--- config.mk ---
export PLATFORM = sky130hd
export DESIGN_NAME = traffic_timer
export DESIGN_NICKNAME = d
export VERILOG_FILES = /design/src/rtl/traffic_pkg.sv /design/src/rtl/traffic_timer_ped_debounce.sv /design/src/rtl/traffic_timer.sv
export SDC_FILE = /design/constraint.sdc
export NUM_CORES = 1
export LEC_CHECK = 0
export BUFFER_PORTS_ARGS = -buffer_cell sky130_fd_sc_hd__buf_4
export CAP_MARGIN = 20
export CORE_ASPECT_RATIO = 1.2
export CORE_MARGIN = 2
export CORE_UTILIZATION = 60
export DETAILED_ROUTE_END_ITERATION = 7
export PLACE_DENSITY = 0.85
export SKIP_CTS_REPAIR_TIMING = 1
export SLEW_MARGIN = 20
export SYNTH_ARGS = -nofsm -noshare
export SYNTH_HDL_FRONTEND = slang
export SYNTH_SLANG_ARGS = --single-unit
--- constraint.sdc ---
create_clock -name clk -period 2.5 [get_ports clk]
set_clock_uncertainty 0.15 [all_clocks]
set_input_delay 0.375 -clock clk [delete_from_list [all_inputs] [get_ports clk]]
set_output_delay 0.375 -clock clk [all_outputs]
set_load 0.02 [all_outputs]
--- src/rtl/traffic_pkg.sv ---
// Default timing constants shared by the traffic-light timebase and the FSM top level.
package traffic_pkg;

  localparam int CLK_HZ          = 50_000_000;
  localparam int LONG_SECS       = 10;
  localparam int DEBOUNCE_CYCLES = 1_000_000;

endpackage : traffic_pkg

--- src/rtl/traffic_timer_ped_debounce.sv ---
// Pedestrian button conditioning: two-flop synchroniser, consecutive-high debounce
// counter, single press event per physical press, and a set-dominant request latch.
module ped_debounce
  import traffic_pkg::*;
#(
  parameter int DEBOUNCE_CYCLES = traffic_pkg::DEBOUNCE_CYCLES
) (
  input  logic clk,
  input  logic rst,
  input  logic ped_btn,
  input  logic ped_clear,
  output logic pedestrian
);

  localparam int              DEB_W    = $clog2(DEBOUNCE_CYCLES);
  localparam logic [DEB_W-1:0] DEB_LAST = DEB_W'(DEBOUNCE_CYCLES - 1);

  logic             sync_q1;
  logic             btn_s;
  logic [DEB_W-1:0] deb_cnt;
  logic             armed;
  logic             press_evt;

  // A press fires on the DEBOUNCE_CYCLES-th consecutive synced-high cycle, once per press.
  assign press_evt = armed && btn_s && (deb_cnt == DEB_LAST);

  // Bring the raw asynchronous button into the clk domain.
  always_ff @(posedge clk) begin
    if (!rst) begin
      sync_q1 <= 1'b0;
      btn_s   <= 1'b0;
    end else begin
      sync_q1 <= ped_btn;
      btn_s   <= sync_q1;
    end
  end

  // Count consecutive synced-high cycles (saturating); re-arm only once the button is released.
  always_ff @(posedge clk) begin
    if (!rst) begin
      deb_cnt <= '0;
      armed   <= 1'b1;
    end else if (!btn_s) begin
      deb_cnt <= '0;
      armed   <= 1'b1;
    end else begin
      if (deb_cnt != DEB_LAST) begin
        deb_cnt <= deb_cnt + DEB_W'(1);
      end
      if (press_evt) begin
        armed <= 1'b0;
      end
    end
  end

  // Latched request; a press coinciding with a clear wins so no request is lost.
  always_ff @(posedge clk) begin
    if (!rst) begin
      pedestrian <= 1'b0;
    end else if (press_evt) begin
      pedestrian <= 1'b1;
    end else if (ped_clear) begin
      pedestrian <= 1'b0;
    end
  end

endmodule : ped_debounce

--- src/rtl/traffic_timer.sv ---
// Timebase for the traffic-light FSM: one-second and long-period strobes plus the
// conditioned pedestrian request.
module traffic_timer
  import traffic_pkg::*;
#(
  parameter int CYCLES_PER_SEC  = CLK_HZ,
  parameter int LONG_SECS       = traffic_pkg::LONG_SECS,
  parameter int DEBOUNCE_CYCLES = traffic_pkg::DEBOUNCE_CYCLES
) (
  input  logic                           clk,
  input  logic                           rst,
  input  logic                           reset_counter,
  input  logic                           ped_btn,
  input  logic                           ped_clear,
  output logic                           pulse_1s,
  output logic                           pulse_10s,
  output logic                           pedestrian,
  output logic [$clog2(LONG_SECS+1)-1:0] sec_count
);

  localparam int               CYC_W    = $clog2(CYCLES_PER_SEC);
  localparam int               SEC_W    = $clog2(LONG_SECS + 1);
  localparam logic [CYC_W-1:0] CYC_LAST = CYC_W'(CYCLES_PER_SEC - 1);
  localparam logic [SEC_W-1:0] SEC_LAST = SEC_W'(LONG_SECS - 1);

  logic [CYC_W-1:0] cyc_cnt;

  // Prescaler and seconds counter; a restart request overrides a coincident wrap.
  always_ff @(posedge clk) begin
    if (!rst) begin
      cyc_cnt   <= '0;
      sec_count <= '0;
      pulse_1s  <= 1'b0;
      pulse_10s <= 1'b0;
    end else if (reset_counter) begin
      cyc_cnt   <= '0;
      sec_count <= '0;
      pulse_1s  <= 1'b0;
      pulse_10s <= 1'b0;
    end else if (cyc_cnt == CYC_LAST) begin
      cyc_cnt  <= '0;
      pulse_1s <= 1'b1;
      if (sec_count == SEC_LAST) begin
        sec_count <= '0;
        pulse_10s <= 1'b1;
      end else begin
        sec_count <= sec_count + SEC_W'(1);
        pulse_10s <= 1'b0;
      end
    end else begin
      cyc_cnt   <= cyc_cnt + CYC_W'(1);
      pulse_1s  <= 1'b0;
      pulse_10s <= 1'b0;
    end
  end

  ped_debounce #(
    .DEBOUNCE_CYCLES (DEBOUNCE_CYCLES)
  ) u_ped_debounce (
    .clk        (clk),
    .rst        (rst),
    .ped_btn    (ped_btn),
    .ped_clear  (ped_clear),
    .pedestrian (pedestrian)
  );

endmodule : traffic_timer
==> impl_metrics.env, run 1 <==
export IMPL_status="finished clean"
export IMPL_portBuffers=11
export IMPL_overflow=0
export IMPL_worst_pin_slew_ps=602
export IMPL_post_route_period_util_pct=84.8
export IMPL_rsz0062_at_grt="false"
export IMPL_fmax_mhz=472
export IMPL_n_fill_cell=345
export IMPL_area_growth_pct=8.34
export IMPL_relSlewSlack_pct=59.8
export IMPL_tns_ps=0
export IMPL_power_w=0.00150
export IMPL_crit_path_max_fanout=11
export IMPL_synth_ff_type="dfxtp_1"
export IMPL_rows=26
export IMPL_final_setup_viol_count=0
export IMPL_crit_arrival_ps=2210
export IMPL_synthCells=287
export IMPL_worst_hold_slack_ps=124
export IMPL_cts_num_sinks=56
export IMPL_grt_max_degree=19
export IMPL_synth_seq_cells=56
export IMPL_clock_latency_ps=310
export IMPL_routedWlPerCell_um=13.7
export IMPL_dieArea_um2=4820
export IMPL_synth_common_cells="56 x dfxtp_1, 23 x a21oi_1, 23 x nor2_1"
export IMPL_grt_antenna_before_repair=0
export IMPL_drive_gt1_share_pct=9.83
export IMPL_synth_seq_area_share_pct=43.7
export IMPL_grtUsageTotal_pct=22.2
export IMPL_gp_congestion=0.775
export IMPL_avgSynthCellArea_um2=8.94
export IMPL_die_y_um=75.6
export IMPL_min_path_cells=2
export IMPL_crit_path_end_kind="flip-flop"
export IMPL_synth_warning_count=0
export IMPL_drtIter0Drc=158
export IMPL_r2r_cells=5
export IMPL_startpoint_type="flip-flop"
export IMPL_synth_edf_count=0
export IMPL_via_per_inst=6.09
export IMPL_ctsHtreeMaxLevel=2
export IMPL_layout_nets=301
export IMPL_slew_viol_final=0
export IMPL_grt_pass1_vias=2056
export IMPL_synth_most_common_cell="dfxtp_1"
export IMPL_cts_tree="built"
export IMPL_min_period_ps=2120
export IMPL_peakVddDrop_mv=0.581
export IMPL_netlist_area_leader_share_pct=43.7
export IMPL_grt_pass1_wl_um=8550
export IMPL_crit_type="flip-flop to flip-flop"
export IMPL_hold_class="primary input to flip-flop"
export IMPL_p_leak_nw=0.899
export IMPL_synth_fp_nets=294
export IMPL_cts_made_buffers=5
export IMPL_cts_buffer_depth=2
export IMPL_firstDrtPassIters=4
export IMPL_async_flop_share_pct=0
export IMPL_path_clk_slew_ps=90
export IMPL_start_util_pct=61.2
export IMPL_synth_cell_types=40
export IMPL_fp_dieW_um=63.7
export IMPL_yosys_top_cells_area="dfxtp_1 44%, xor2_1 6.1%, a21oi_1 4.5%"
export IMPL_wirelength_um=4820
export IMPL_synth_area_um2=2570
export IMPL_core_um2=4200
export IMPL_root_buffer="clkbuf_8"
export IMPL_vias=2139
export IMPL_diodes=0
export IMPL_power_density_nw_per_um2=540
export IMPL_cap_violations=0
export IMPL_final_antenna_net_count=0
export IMPL_post_dp_hpwl_um=3350
export IMPL_design_portCount=12
export IMPL_synth_area_leader_cell="dfxtp_1"
export IMPL_critPathRequiredTime_ps=2590
export IMPL_hold_violations=0
export IMPL_drc_errors=0
worst max-delay path, cell delays in order, from the launching register on:
cell and delay [ps]:
dfxtp_1 390, ha_1 210, and4_1 390, nand4_4 210
or4_1 530, a31oi_1 160
power breakdown:
part / internal, W / switching (W)
clock network: 0.000297 / 0.000283
registers: 0.000895 / 0.00000262
logic: 0.0000107 / 0.0000144
total: 0.00120 / 0.000300
final cells by class:
class	instances	area, um2	share of cell area, %
clock buffers	5	68.8	2.48
clock inverters	3	42.5	1.53
inverters	4	15.0	0.540
multi-input cells	213	1360	48.8
flip-flops and latches	56	1120	40.3
well taps	56	70.1	2.52
repair buffers	14	105	3.78
stage by stage:
stage	utilization, %	cell area (um2)	std cells	setup slack (ps)
6_report	66.2	2780	351	380
2_1_floorplan	-	2570	287	556
4_1_cts	66.2	2780	351	386
5_1_grt	66.2	2780	351	170
3_5_place_dp	63.6	2670	343	408
3_3_place_gp	63.6	2670	343	456
cells in the final DEF, fill, tap and decap left out, types with 8 or more instances in the layout:
master	n
or4_1	15
dfxtp_1	56
nand4_1	12
a21oi_1	23
nor2_1	23
o21ai_0	14
xor2_1	18
buf_4	14
nand2_1	13
and3_1	9
o31ai_1	13
nand3_1	20
and4_1	8
per-layer routing:
metal	track usage (%)	share of wire [%]
met1	22.9	43
met2	43.5	51
met3	5.17	3.2
met4	9.18	2.3
met5	0	0
registers in the layout, indices dropped and copies added, names as in the netlist:
| signal | flops |
|---|---|
| cyc_cnt | 26 |
| pulse_10s | 1 |
| pulse_1s | 1 |
| sec_count | 4 |
| u_ped_debounce.armed | 1 |
| u_ped_debounce.btn_s | 1 |
| u_ped_debounce.deb_cnt | 20 |
| u_ped_debounce.pedestrian | 1 |
| u_ped_debounce.sync_q1 | 1 |
logic make-up (layout without fill, tap and decap cells):
| group | after synthesis | in the layout | share of synthesized area, % |
|---|---|---|---|
| flops | 56 | 56 | 43.7 |
| xor+xnor | 20 | 20 | 6.83 |
| fa+ha+maj | 2 | 2 | 0.975 |
| compound gates | 60 | 60 | 13.9 |
| simple gates | 131 | 131 | 31.2 |
| buf+inv | 18 | 26 | 3.41 |
final timing paths:
path	start	to	slack, ps
max	cyc_cnt[0]	sec_count[3]	380
min reg2reg	u_ped_debounce.sync_q1	u_ped_debounce.btn_s	300
min	ped_btn	u_ped_debounce.sync_q1	120
max reg2reg	cyc_cnt[0]	sec_count[3]	380
No activity file was read; power rests on OpenSTA's default activity.
==> inputs of run 2 (changes only) <==
Settings changed: CORE_UTILIZATION 60 to 54, PLACE_DENSITY 0.85 to 0.81.
Clock period 2.5 ns to 1.8 ns, I/O delays scaled along.
==> run 2 against run 1 <==
The flow now finishes with violations (negative setup slack). Critical path depth increased by 1. Combinational power increased by 130%. Sequential power increased by 38%. Clock-buffer cell count increased by 2. Total power increased by 47%. Via count increased by 7.1%. Global-route usage increased by 0.056 points.
==> impl_metrics.env, run 2 (synthesis gave the netlist of run 1 again) <==
export IMPL_status="finished with violations"
export IMPL_violations="negative setup slack"
export IMPL_slew_viol_final=0
export IMPL_p_comb_share_pct=2.6
export IMPL_crit_type="flip-flop to flip-flop"
export IMPL_holdCritStartpoint="ped_btn"
export IMPL_wirelength_um=5720
export IMPL_hold_class="primary input to flip-flop"
export IMPL_via_per_inst=5.89
export IMPL_intPower_w=0.00176
export IMPL_layout_nets=337
export IMPL_cts_tree="built"
export IMPL_cts_made_buffers=5
export IMPL_post_route_period_util_pct=100
export IMPL_area_growth_pct=25.3
export IMPL_startpoint_type="flip-flop"
export IMPL_grtUsageTotal_pct=22.2
export IMPL_switching_share_pct=20.1
export IMPL_die_y_um=79.5
export IMPL_p_clk_share_pct=41.0
export IMPL_min_period_ps=1800
export IMPL_design_portCount=12
export IMPL_final_antenna_net_count=0
export IMPL_power_w=0.00220
export IMPL_fp_dieW_um=66.9
export IMPL_crit_path_max_fanout=9
export IMPL_path_cells="nor4_4, nand4_4, buf_6, o21bai_4, clkbuf_16, a21oi_1"
export IMPL_cts_num_sinks=56
export IMPL_layout_common_cells="47 x dfxtp_1, 46 x buf_4, 22 x nor2_1, 19 x nand3_1, 18 x xor2_1"
export IMPL_gp_congestion=0.839
export IMPL_ctsHtreeMaxLevel=2
export IMPL_critPathRequiredTime_ps=1860
export IMPL_p_leak_nw=1.15
export IMPL_cap_violations=0
export IMPL_p_sw_w=0.000443
export IMPL_crit_path_end_kind="flip-flop"
export IMPL_vias=2291
export IMPL_diodes=0
export IMPL_regMostFlops="cyc_cnt"
export IMPL_grt_pass1_wl_um=9180
export IMPL_rrSetupSlack_ps=-4
export IMPL_hold_violations=0
export IMPL_grt_antenna_before_repair=0
export IMPL_multi_input_area_um2=1450
export IMPL_min_path_cells=2
export IMPL_worst_pin_slew_ps=419
export IMPL_rr_startpoint="cyc_cnt[10]"
export IMPL_largest_reg_flops=26
export IMPL_overflow=0
export IMPL_firstDrtPassIters=4
export IMPL_tns_ps=-8.99
export IMPL_min_to="u_ped_debounce.sync_q1"
export IMPL_drive_gt1_share_pct=28.4
export IMPL_power_density_nw_per_um2=686
export IMPL_rsz0062_at_grt="true"
export IMPL_portBuffers=11
export IMPL_dpl_cell_area_um2=2940
export IMPL_r2r_cells=6
export IMPL_routedWlPerCell_um=14.7
export IMPL_peakVddDrop_mv=0.731
export IMPL_core_um2=4590
export IMPL_relSlewSlack_pct=72.1
export IMPL_timing_final_ws_setup_ps=-3.59
export IMPL_gr_usage_met1_pct=26.4
export IMPL_grt_pass1_vias=2083
export IMPL_r2r_end="cyc_cnt[19]"
export IMPL_root_buffer="clkbuf_8"
export IMPL_grtUsageMet3_pct=4.23
export IMPL_grt_max_degree=20
export IMPL_drc_errors=0
export IMPL_post_dp_hpwl_um=3860
export IMPL_rows=27
export IMPL_crit_arrival_ps=1860
export IMPL_crit_family="simple AND/OR/NAND/NOR gates"
export IMPL_n_fill_cell=370
export IMPL_dieArea_um2=5320
export IMPL_p_seq_share_pct=56.5
export IMPL_final_setup_viol_count=4
export IMPL_path_clk_slew_ps=100
export IMPL_top_regs="cyc_cnt x26, u_ped_debounce.deb_cnt x20, sec_count x4"
export IMPL_grtUsageMet2_pct=39.3
export IMPL_busiest_layer="met2"
export IMPL_fin_area_um2=3210
export IMPL_drtIter0Drc=111
export IMPL_cp_slowest_cell="dfxtp_4"
export IMPL_regArea_um2=1130
export IMPL_start_util_pct=55.9
export IMPL_clock_latency_ps=320
export IMPL_slowest_delay_ps=370
export IMPL_fmax_mhz=554
export IMPL_cts_buffer_depth=2
export IMPL_final_common_cell="dfxtp_1"
export IMPL_crit_buf_inv=2
[run 2: cell types whose count changed in the layout (fill, tap and decap cells not counted), sizes merged]
| cell | change |
|---|---|
| buf | +35 |
| clkbuf | +3 |
| clkinv | -1 |
| clkinvlp | -1 |
[run 2: final cells by class]
| type | count | share of cell area (%) |
|---|---|---|
| clock inverter | 1 | 0.934 |
| timing repair buffer | 50 | 12.8 |
| clock buffer | 7 | 3.00 |
| sequential | 56 | 35.3 |
| tap | 58 | 2.26 |
| inverter | 4 | 0.467 |
| multi-input combinational | 213 | 45.2 |
[run 2: worst max-delay path by stage]
stage,to,from,cells past startpoint,slack (ps)
detailed placement,cyc_cnt[22],cyc_cnt[1],5,0.1
global placement,sec_count[3],cyc_cnt[1],5,50
floorplan,sec_count[1],cyc_cnt[0],7,-40
finish,cyc_cnt[19],cyc_cnt[10],6,-4
global route,sec_count[3],cyc_cnt[24],4,-70
CTS,cyc_cnt[22],cyc_cnt[1],5,-20
[run 2: metal layers]
| layer | routed length, um | share of wire, % |
|---|---|---|
| met1 | 2430 | 42 |
| met4 | 153 | 2.7 |
| met3 | 156 | 2.7 |
| met5 | 0 | 0 |
| met2 | 2990 | 52 |
[run 2: power groups by stage]
stage / combinational, W / sequential [W] / clock (W)
after floorplan: 0.0000207 / 0.00128 / 0
after global placement: 0.0000458 / 0.00128 / 0
after detailed placement: 0.0000466 / 0.00128 / 0
after CTS: 0.0000468 / 0.00125 / 0.000912
after global routing: 0.0000603 / 0.00125 / 0.000967
final: 0.0000567 / 0.00124 / 0.000903
[run 2: stage by stage]
stage / hold slack (ps) / util, % / setup WS (ps) / cells
after floorplan: 242 / - / -42.7 / 287
after global placement: 265 / 64.0 / 50.0 / 377
after detailed placement: 278 / 64.0 / 0.133 / 377
after CTS: -0.971 / 66.7 / -23.6 / 385
after global routing: 1.27 / 70.0 / -69.1 / 389
final: 3.69 / 70.0 / -3.59 / 389
==> inputs of run 3 (changes only) <==
Settings changed: CORE_UTILIZATION 54 to 65, GPL_ROUTABILITY_DRIVEN set to 0, PLACE_DENSITY 0.81 to 0.91.
Clock period 1.8 ns to 2.09 ns, I/O delays scaled along.
==> run 3 against run 2 <==
Highest routed layer unchanged. Total power fell by 23%. Worst hold slack better by 63 ps. First-iteration DRC count rose by 50%. Fmax fell by 8.3%. Largest power group unchanged. Sequential cell count stayed put. Non-clock buffer count shrank 28. Final cell count fell by 8.2%. The flow now finishes without violations. Register-to-register slack gained 130 ps. Sequential power shrank 14%.
==> impl_metrics.env, run 3 (synthesis gave the netlist of run 1 again) <==
export IMPL_p_clk_share_pct=34.9
export IMPL_wirelength_um=5180
export IMPL_slew_viol_final=0
export IMPL_p_leak_nw=0.941
export IMPL_p_comb_share_pct=2.1
export IMPL_critPathRequiredTime_ps=2170
export IMPL_startpoint_type="flip-flop"
export IMPL_firstDrtPassIters=5
export IMPL_critPathLaunch="cyc_cnt[1]"
export IMPL_start_util_pct=66.2
export IMPL_via_per_inst=6.16
export IMPL_rsz0062_at_grt="false"
export IMPL_p_seq_share_pct=63.0
export IMPL_r2r_end="sec_count[3]"
export IMPL_final_common_cell="dfxtp_1"
export IMPL_final_antenna_net_count=0
export IMPL_cts_tree="built"
export IMPL_crit_path_max_fanout=8
export IMPL_grt_pass1_vias=2086
export IMPL_drive_gt1_share_pct=12.5
export IMPL_rrSetupSlack_ps=120
export IMPL_rows=25
export IMPL_hold_violations=0
export IMPL_relSlewSlack_pct=75.8
export IMPL_core_um2=3880
export IMPL_power_w=0.00170
export IMPL_area_growth_pct=10.4
export IMPL_intPower_w=0.00135
export IMPL_cap_violations=0
export IMPL_crit_end="sec_count[3]"
export IMPL_vias=2198
export IMPL_final_setup_viol_count=0
export IMPL_fmax_mhz=508
export IMPL_fin_area_um2=2830
export IMPL_post_route_period_util_pct=94.1
export IMPL_grtUsageTotal_pct=25.8
export IMPL_drtIter0Drc=167
export IMPL_largest_reg_flops=26
export IMPL_rr_startpoint="cyc_cnt[1]"
export IMPL_overflow=0
export IMPL_die_y_um=72.8
export IMPL_peakVddDrop_mv=0.531
export IMPL_grt_pass1_wl_um=8840
export IMPL_regMostFlops="cyc_cnt"
export IMPL_root_buffer="clkbuf_8"
export IMPL_power_density_nw_per_um2=601
export IMPL_dpl_cell_area_um2=2740
export IMPL_cts_num_sinks=56
export IMPL_layout_common_cells="56 x dfxtp_1, 23 x nor2_1, 23 x a21oi_1, 21 x buf_4, 20 x nand3_1"
export IMPL_p_sw_w=0.000351
export IMPL_top_regs="cyc_cnt x26, u_ped_debounce.deb_cnt x20, sec_count x4"
export IMPL_path_clk_slew_ps=100
export IMPL_crit_type="flip-flop to flip-flop"
export IMPL_post_dp_hpwl_um=3690
export IMPL_crit_path_end_kind="flip-flop"
export IMPL_grt_antenna_before_repair=0
export IMPL_fin_util_pct=73.1
export IMPL_fp_dieW_um=61.4
export IMPL_worst_pin_slew_ps=359
export IMPL_dieArea_um2=4470
export IMPL_design_portCount=12
export IMPL_cts_made_buffers=5
export IMPL_drc_errors=0
export IMPL_routedWlPerCell_um=14.5
export IMPL_switching_share_pct=20.6
export IMPL_crit_arrival_ps=2050
export IMPL_status="finished clean"
export IMPL_min_period_ps=1970
export IMPL_layout_nets=309
export IMPL_cts_buffer_depth=2
export IMPL_holdCritStartpoint="ped_btn"
export IMPL_ctsHtreeMaxLevel=2
export IMPL_r2r_cells=5
export IMPL_hold_class="primary input to flip-flop"
export IMPL_grt_max_degree=27
export IMPL_clock_latency_ps=300
export IMPL_diodes=0
export IMPL_portBuffers=11
==> run 3: cell count changes in the layout (fill, tap and decap cells not counted), moves of 6 or more <==
| cell | delta |
|---|---|
| a21oi_1 | +6 |
| a21oi_2 | -6 |
| buf_4 | -25 |
| dfxtp_1 | +9 |
| dfxtp_2 | -8 |
==> run 3: worst min-delay path by stage <==
stage / to / slack, ps / depth (start not counted)
after floorplan: u_ped_debounce.btn_s / 260 / 1
after global placement: u_ped_debounce.btn_s / 270 / 1
after detailed placement: u_ped_debounce.btn_s / 280 / 1
after CTS: u_ped_debounce.sync_q1 / 60 / 2
after global routing: u_ped_debounce.sync_q1 / 50 / 2
final: u_ped_debounce.sync_q1 / 70 / 2
==> run 3: final cells by class <==
class	instances	area, um2
clock buffer	6	82.6
clock inverter	2	10.0
fill	315	1040
inverter	4	15.0
multi-input combinational	213	1360
sequential	56	1120
tap	54	67.6
timing repair buffer	22	178
==> run 3: per-stage QoR <==
step | instances | setup WS (ps) | TNS, ps | hold slack (ps)
floorplan | 287 | 146 | 0 | 262
global placement | 349 | 115 | 0 | 266
detailed placement | 349 | 7.36 | 0 | 279
CTS | 357 | -18.2 | -23.2 | 58.3
global route | 357 | 23.3 | 0 | 53.7
finish | 357 | 123 | 0 | 66.7
==> run 3: layer usage <==
metal	global-route usage, %	vias up	part of all wire [%]
li1	-	1092	-
met1	29.0	1075	42
met2	47.3	27	55
met3	6.03	4	2.4
met4	6.86	0	0.98
met5	0	-	0
==> run 3: critical path, cell delays in order, from the launching register on <==
cell	delay [ps]
dfxtp_1	380
ha_1	220
and4_4	300
nand4_4	140
or4_1	530
a31oi_1	170
==> run 3: power by group through the flow <==
stage	clock, W	combinational, W	sequential [W]
after global routing	0.000651	0.0000390	0.00107
after detailed placement	0	0.0000350	0.00110
after floorplan	0	0.0000173	0.00110
after global placement	0	0.0000344	0.00110
final	0.000594	0.0000355	0.00107
after CTS	0.000608	0.0000356	0.00107
